$ cat src/rtl/mem_arbiter.sv
// mem_arbiter: shares one single-port memory between two req/ack masters.
//   Port 0 is the CPU, port 1 is the loader/debug master.
//   Only one transaction is in flight at a time: IDLE -> BUSY -> ACK -> IDLE.
//
// Configuration macro:
//   MEM_ARB_RR_EN  defined   : round-robin on a tie (the port that did not win
//                              last time wins; port 0 wins the first tie after
//                              reset).
//                  undefined : fixed priority, port 0 always wins a tie.
//
// Handshake (both master ports): a master raises req and holds rw/addr/wdata
// stable while req is high. The arbiter answers with a single-cycle ack, and
// rdata is meaningful only in that ack cycle. The master drops req in the
// cycle after ack; a req still high in the following IDLE cycle is taken as a
// new transaction. Req changes while the arbiter is BUSY or in ACK are ignored.
//
// o_dbg_state exposes the FSM state (0=IDLE, 1=BUSY, 2=ACK) for checkers.

module mem_arbiter #(
    parameter int LATENCY = 1,
    parameter int AW      = 32,
    parameter int DW      = 32
) (
    input  logic          clk,
    input  logic          i_reset,

    input  logic          i_p0_req,
    input  logic          i_p0_rw,
    input  logic [AW-1:0] i_p0_addr,
    input  logic [DW-1:0] i_p0_wdata,
    output logic          o_p0_ack,
    output logic [DW-1:0] o_p0_rdata,

    input  logic          i_p1_req,
    input  logic          i_p1_rw,
    input  logic [AW-1:0] i_p1_addr,
    input  logic [DW-1:0] i_p1_wdata,
    output logic          o_p1_ack,
    output logic [DW-1:0] o_p1_rdata,

    output logic [AW-1:0] o_mem_addr,
    output logic [DW-1:0] o_mem_wdata,
    output logic          o_mem_rw,
    input  logic [DW-1:0] i_mem_rdata,

    output logic          o_busy,
    output logic          o_owner,
    output logic [1:0]    o_dbg_state
);

    // Counter wide enough to hold LATENCY itself.
    localparam int CW = (LATENCY < 1) ? 1 : $clog2(LATENCY + 1);

    typedef enum logic [1:0] {
        ST_IDLE = 2'd0,
        ST_BUSY = 2'd1,
        ST_ACK  = 2'd2
    } state_t;

    state_t          state;
    logic [CW-1:0]   cnt;
    logic [DW-1:0]   rdata_q;

    logic            any_req;
    logic            grant_port;
    logic [AW-1:0]   sel_addr;
    logic [DW-1:0]   sel_wdata;
    logic            sel_rw;

`ifdef MEM_ARB_RR_EN
    logic            last_grant;
`endif

    // Winner selection for the IDLE cycle and the request fields it carries.
    always_comb begin
        any_req = i_p0_req | i_p1_req;
`ifdef MEM_ARB_RR_EN
        if (i_p0_req && i_p1_req) begin
            grant_port = ~last_grant;
        end else begin
            grant_port = ~i_p0_req;
        end
`else
        grant_port = ~i_p0_req;
`endif
        if (grant_port) begin
            sel_addr  = i_p1_addr;
            sel_wdata = i_p1_wdata;
            sel_rw    = i_p1_rw;
        end else begin
            sel_addr  = i_p0_addr;
            sel_wdata = i_p0_wdata;
            sel_rw    = i_p0_rw;
        end
    end

    // FSM with registered memory-side and master-side outputs.
    always_ff @(posedge clk) begin
        if (i_reset) begin
            state       <= ST_IDLE;
            cnt         <= '0;
            o_mem_addr  <= '0;
            o_mem_wdata <= '0;
            o_mem_rw    <= 1'b0;
            o_p0_ack    <= 1'b0;
            o_p1_ack    <= 1'b0;
            rdata_q     <= '0;
            o_busy      <= 1'b0;
            o_owner     <= 1'b0;
`ifdef MEM_ARB_RR_EN
            last_grant  <= 1'b1;
`endif
        end else begin
            // Strobes and acks are single-cycle unless set again below.
            o_mem_rw <= 1'b0;
            o_p0_ack <= 1'b0;
            o_p1_ack <= 1'b0;

            case (state)
                ST_IDLE: begin
                    if (any_req) begin
                        o_mem_addr  <= sel_addr;
                        o_mem_wdata <= sel_wdata;
                        o_mem_rw    <= sel_rw;
                        o_owner     <= grant_port;
                        cnt         <= CW'(LATENCY);
                        o_busy      <= 1'b1;
                        state       <= ST_BUSY;
`ifdef MEM_ARB_RR_EN
                        last_grant  <= grant_port;
`endif
                    end
                end

                ST_BUSY: begin
                    // Address has been stable since entry; read data is due
                    // exactly when the counter reaches zero.
                    if (cnt == '0) begin
                        rdata_q <= i_mem_rdata;
                        if (o_owner) begin
                            o_p1_ack <= 1'b1;
                        end else begin
                            o_p0_ack <= 1'b1;
                        end
                        state <= ST_ACK;
                    end else begin
                        cnt <= cnt - 1'b1;
                    end
                end

                ST_ACK: begin
                    o_busy <= 1'b0;
                    state  <= ST_IDLE;
                end

                default: begin
                    o_busy <= 1'b0;
                    state  <= ST_IDLE;
                end
            endcase
        end
    end

    // Both ports see the captured word; it is meaningful only with ack.
    assign o_p0_rdata  = rdata_q;
    assign o_p1_rdata  = rdata_q;
    assign o_dbg_state = state;

endmodule
$ cat config.mk
export PLATFORM = sky130hd
export DESIGN_NAME = mem_arbiter
export DESIGN_NICKNAME = d
export VERILOG_FILES = /design/src/rtl/mem_arbiter.sv
export SDC_FILE = /design/constraint.sdc
export NUM_CORES = 1
export LEC_CHECK = 0
export ABC_CLOCK_PERIOD_IN_PS = 1690
export CORE_MARGIN = 2
export CORE_UTILIZATION = 37
export DETAILED_ROUTE_END_ITERATION = 10
export GPL_TIMING_DRIVEN = 0
export PLACE_DENSITY = 0.9
export SYNTH_ARGS = -nofsm -noshare
export SYNTH_HDL_FRONTEND = slang
export SYNTH_SLANG_ARGS = --single-unit
export TNS_END_PERCENT = 20
$ cat constraint.sdc
create_clock -name clk -period 1.69 [get_ports clk]
set_clock_uncertainty 0.15 [all_clocks]
set_input_delay 0.4225 -clock clk [delete_from_list [all_inputs] [get_ports clk]]
set_output_delay 0.4225 -clock clk [all_outputs]
set_load 0.01 [all_outputs]
==> metrics.md <==
| Metric | Value |
|---|---|
| Dpl cells | `961` |
| I/O Buffers | `298` |
| First-pass GRT wire length | `26100 µm` |
| Initial DRT Pass Iterations | `4` |
| Fin nets | `967` |
| Post-route setup TNS | `0 ns` |
| Pwr/cell area | `862 nW/µm²` |
| LEAKAGE | `3.78 nW` |
| Final Max Tran Viols | `0` |
| Synthesized area | `between 4000 and 5000 µm²` |
| Root Buffer Master | `clkbuf_16` |
| Mean Syn Cell Area | `between 9 and 10 µm²` |
| Worst Max-Slew Pin Slew | `0.818 ns` |
| RSZ-0062 raised after global routing | `yes` |
| Initial DRC count | `235` |
| Combinational share of power | `30.1%` |
| Synth unique cells | `20` |
| Ranking of synthesized cells by area | `dfxtp_1 (43%), a211oi_2 (15%), mux2i_1 (13%)` |
| Core area | `12700 µm²` |
| Routed Antenna Nets | `0` |
| #FFs+latches synth | `104` |
| Crit path arrival time | `1.08 ns` |
| GRT Total Usage | `23.2%` |
| Drt wl/cell | `approximately 17 µm` |
| Hold WC Path Type | `in2reg` |
| Hold buffers post-CTS | `0` |
| Worst-Skew Late Latency | `0.33 ns` |
| Row count | `41` |
| CTS tree | `built` |
| F_max | `0.604 GHz` |
| Clk buf depth | `2` |
| Post-synth EDFFs | `0` |
| Worst Setup End Kind | `output pin` |
| Setup violators final | `0` |
| Max-cap viol count | `0` |
| Top_reg_cell synth | `dfxtp_1` |
| Layout Cells excl Fill | `978` |
| Die width | `~120 µm` |
| I/O Pins | `301` |
| Synthesized netlist cell count | `491` |
| Post-Syn Nets | `657` |
| GPL Wtd Cong | `0.768` |
| Fin crit period | `1.65 ns` |
| Seq/Total Area, Yosys | `43.0%` |
| Clock power share | `a little under a third` |
| Sequential power share | `between 30% and 40%` |
| Post-synth top cells | `dfxtp_1 (104), a21oi_1 (100), mux2i_1 (65), nand2_1 (65), a211oi_2 (60)` |
| Cell Int Power | `a little over 0.005 W` |
| Die height | `118 µm` |
| DR vias/cell | `between 4 and 5` |
| Synth-to-Final Area Change | `73.4%` |
| Clock sink count | `around 100` |
| Max rail drop VDD | `0.462 mV` |
| Share of the synthesized area in the top cell type | `43.0%` |
| Worst-path clk slew | `0.07 ns` |
| Post-DP HPWL | `~13000 µm` |
| Syn. warnings | `0` |
| Maximum number of pins on one net before global-route repair | `19` |
| Share of cells above drive strength 1 | `25.4%` |
| Post-CTS setup buffers | `0` |
| Required time of the critical path | `1.12 ns` |
| Ant diodes | `0` |
| Remaining global-route overflow | `0` |
| H-tree levels | `3` |
| Status | `finished clean` |
| Fillers | `roughly 1100` |
| CP Launch Type | `register` |
| Total clock buffers created by CTS | `9` |
| Asr flop ratio synth | `0%` |
| CP max FO | `3` |
| Routed WL | `roughly 17000 µm` |
| Most frequent cell after synthesis | `dfxtp_1` |
| Remaining DRCs | `0` |
| Die Area | `around 14000 µm²` |
| Initial cell density of the core | `38.1%` |
| Final Cycle Share | `97.9%` |
| Yosys top cell by area | `dfxtp_1` |
| Critical path type | `reg2out` |
| Vias in the first global route | `5018` |
| Hold Fails Final Rpt | `0` |
| Initial antenna violation count | `0` |
| Vias | `4803` |
| Slew headroom | `45.5%` |
| Net Sw Power | `approximately 0.0022 W` |
| Switching Fraction | `29.9%` |
==> kinds of logic (layout without fill, tap and decap cells) <==
logic type | count (synthesis) | in the layout | share of synthesized area, %
buf+inv | 80 | 395 | 10.4
flops | 104 | 104 | 43.0
mux | 65 | 65 | 13.4
compound gates | 166 | 166 | 26.7
simple gates | 76 | 76 | 6.51
==> area by class of cell <==
cell class              instances  area, µm²  share of cell area, %
flip-flops and latches        104       2120                   25.3
well taps                     172        215                   2.56
repair buffers                299       2820                   33.6
clock buffers                  10        239                   2.84
inverters                       1       3.75                 0.0447
multi-input cells             307       2370                   28.2
plain buffers                  79        554                   6.60
clock inverters                 6       75.1                  0.893
==> power by group through the flow <==
| stage | clock network, W | registers (W) | logic (W) |
|---|---|---|---|
| detailed placement | 0 | 0.00293 | 0.00231 |
| floorplan | 0 | 0.00303 | 0.000971 |
| CTS | 0.00222 | 0.00288 | 0.00212 |
| finish | 0.00218 | 0.00289 | 0.00218 |
| global placement | 0 | 0.00292 | 0.00227 |
| global route | 0.00233 | 0.00292 | 0.00234 |
==> per-layer routing <==
metal  global-route usage, %  wire length, µm  vias up  part of all wire [%]
met5                       0                0        -                     0
met3                    5.65             1150       28                   6.8
li1                        -                -     2335                     -
met1                    24.7             6410     2253                    38
met2                    44.3             8960      187                    53
met4                    7.96              378        0                   2.2
==> state kept, by name, indices dropped and copies added (netlist names) <==
register	flops
o_p0_rdata	32
o_p0_ack	1
o_p1_ack	1
o_dbg_state	2
o_owner	1
cnt	1
o_mem_addr	32
o_busy	1
o_mem_wdata	32
o_mem_rw	1
==> path summary, 6_finish.rpt <==
check                               from                           to  slack (ns)  cells past startpoint
max reg2reg  o_dbg_state[0]$_SDFFE_PP0P_  o_p0_rdata[11]$_SDFFE_PP0P_        0.08                      5
min                             i_p1_req         o_owner$_SDFFE_PP0P_        0.30                      3
max          o_p0_rdata[23]$_SDFFE_PP0P_               o_p1_rdata[23]        0.04                      2
min reg2reg  o_p0_rdata[24]$_SDFFE_PP0P_  o_p0_rdata[24]$_SDFFE_PP0P_        0.32                      2
==> what timing repair did <==
action                                  in CTS  in global routing
gates cloned                                 0                  1
gates resized for setup                    172                 55
endpoints found under the setup margin     202                 98
pin swaps                                    0                  1
==> worst max-delay path, cell delays in order (launching register included) <==
cell and delay [ns]:
dfxtp_4 0.36, buf_4 0.12, dlygate4sd2_1 0.27
==> through the flow <==
stage	setup WS [ns]	total power, W	cell area [µm²]	hold WS [ns]	utilization [%]
3_5_place_dp	-0.426	0.00524	8040	0.315	63.2
4_1_cts	-0.0472	0.00722	8250	0.321	64.8
6_report	0.0357	0.00724	8400	0.298	66.1
3_3_place_gp	-0.359	0.00518	8040	0.308	63.2
2_1_floorplan	0.0847	0.00400	4850	0.337	-
5_1_grt	-0.0173	0.00759	8400	0.325	66.1
==> cells in the final DEF (no fill, tap or decap), types with 2 or more instances in the layout <==
| cell | netlist | routed |
|---|---|---|
| a211oi_1 | 5 | 5 |
| a211oi_2 | 60 | 60 |
| a21oi_1 | 100 | 73 |
| a21oi_2 | 0 | 27 |
| buf_2 | 19 | 11 |
| buf_4 | 34 | 37 |
| buf_6 | 7 | 11 |
| clkbuf_1 | 19 | 12 |
| clkbuf_16 | 0 | 9 |
| clkbuf_2 | 0 | 7 |
| clkbuf_4 | 0 | 2 |
| clkdlybuf4s50_1 | 0 | 162 |
| clkinv_4 | 0 | 2 |
| dfxtp_1 | 104 | 75 |
| dfxtp_2 | 0 | 27 |
| dfxtp_4 | 0 | 2 |
| dlygate4sd2_1 | 0 | 134 |
| mux2i_1 | 65 | 65 |
| nand2_1 | 65 | 65 |
| nor3_1 | 2 | 2 |
Power figures use the tool's default switching activity.
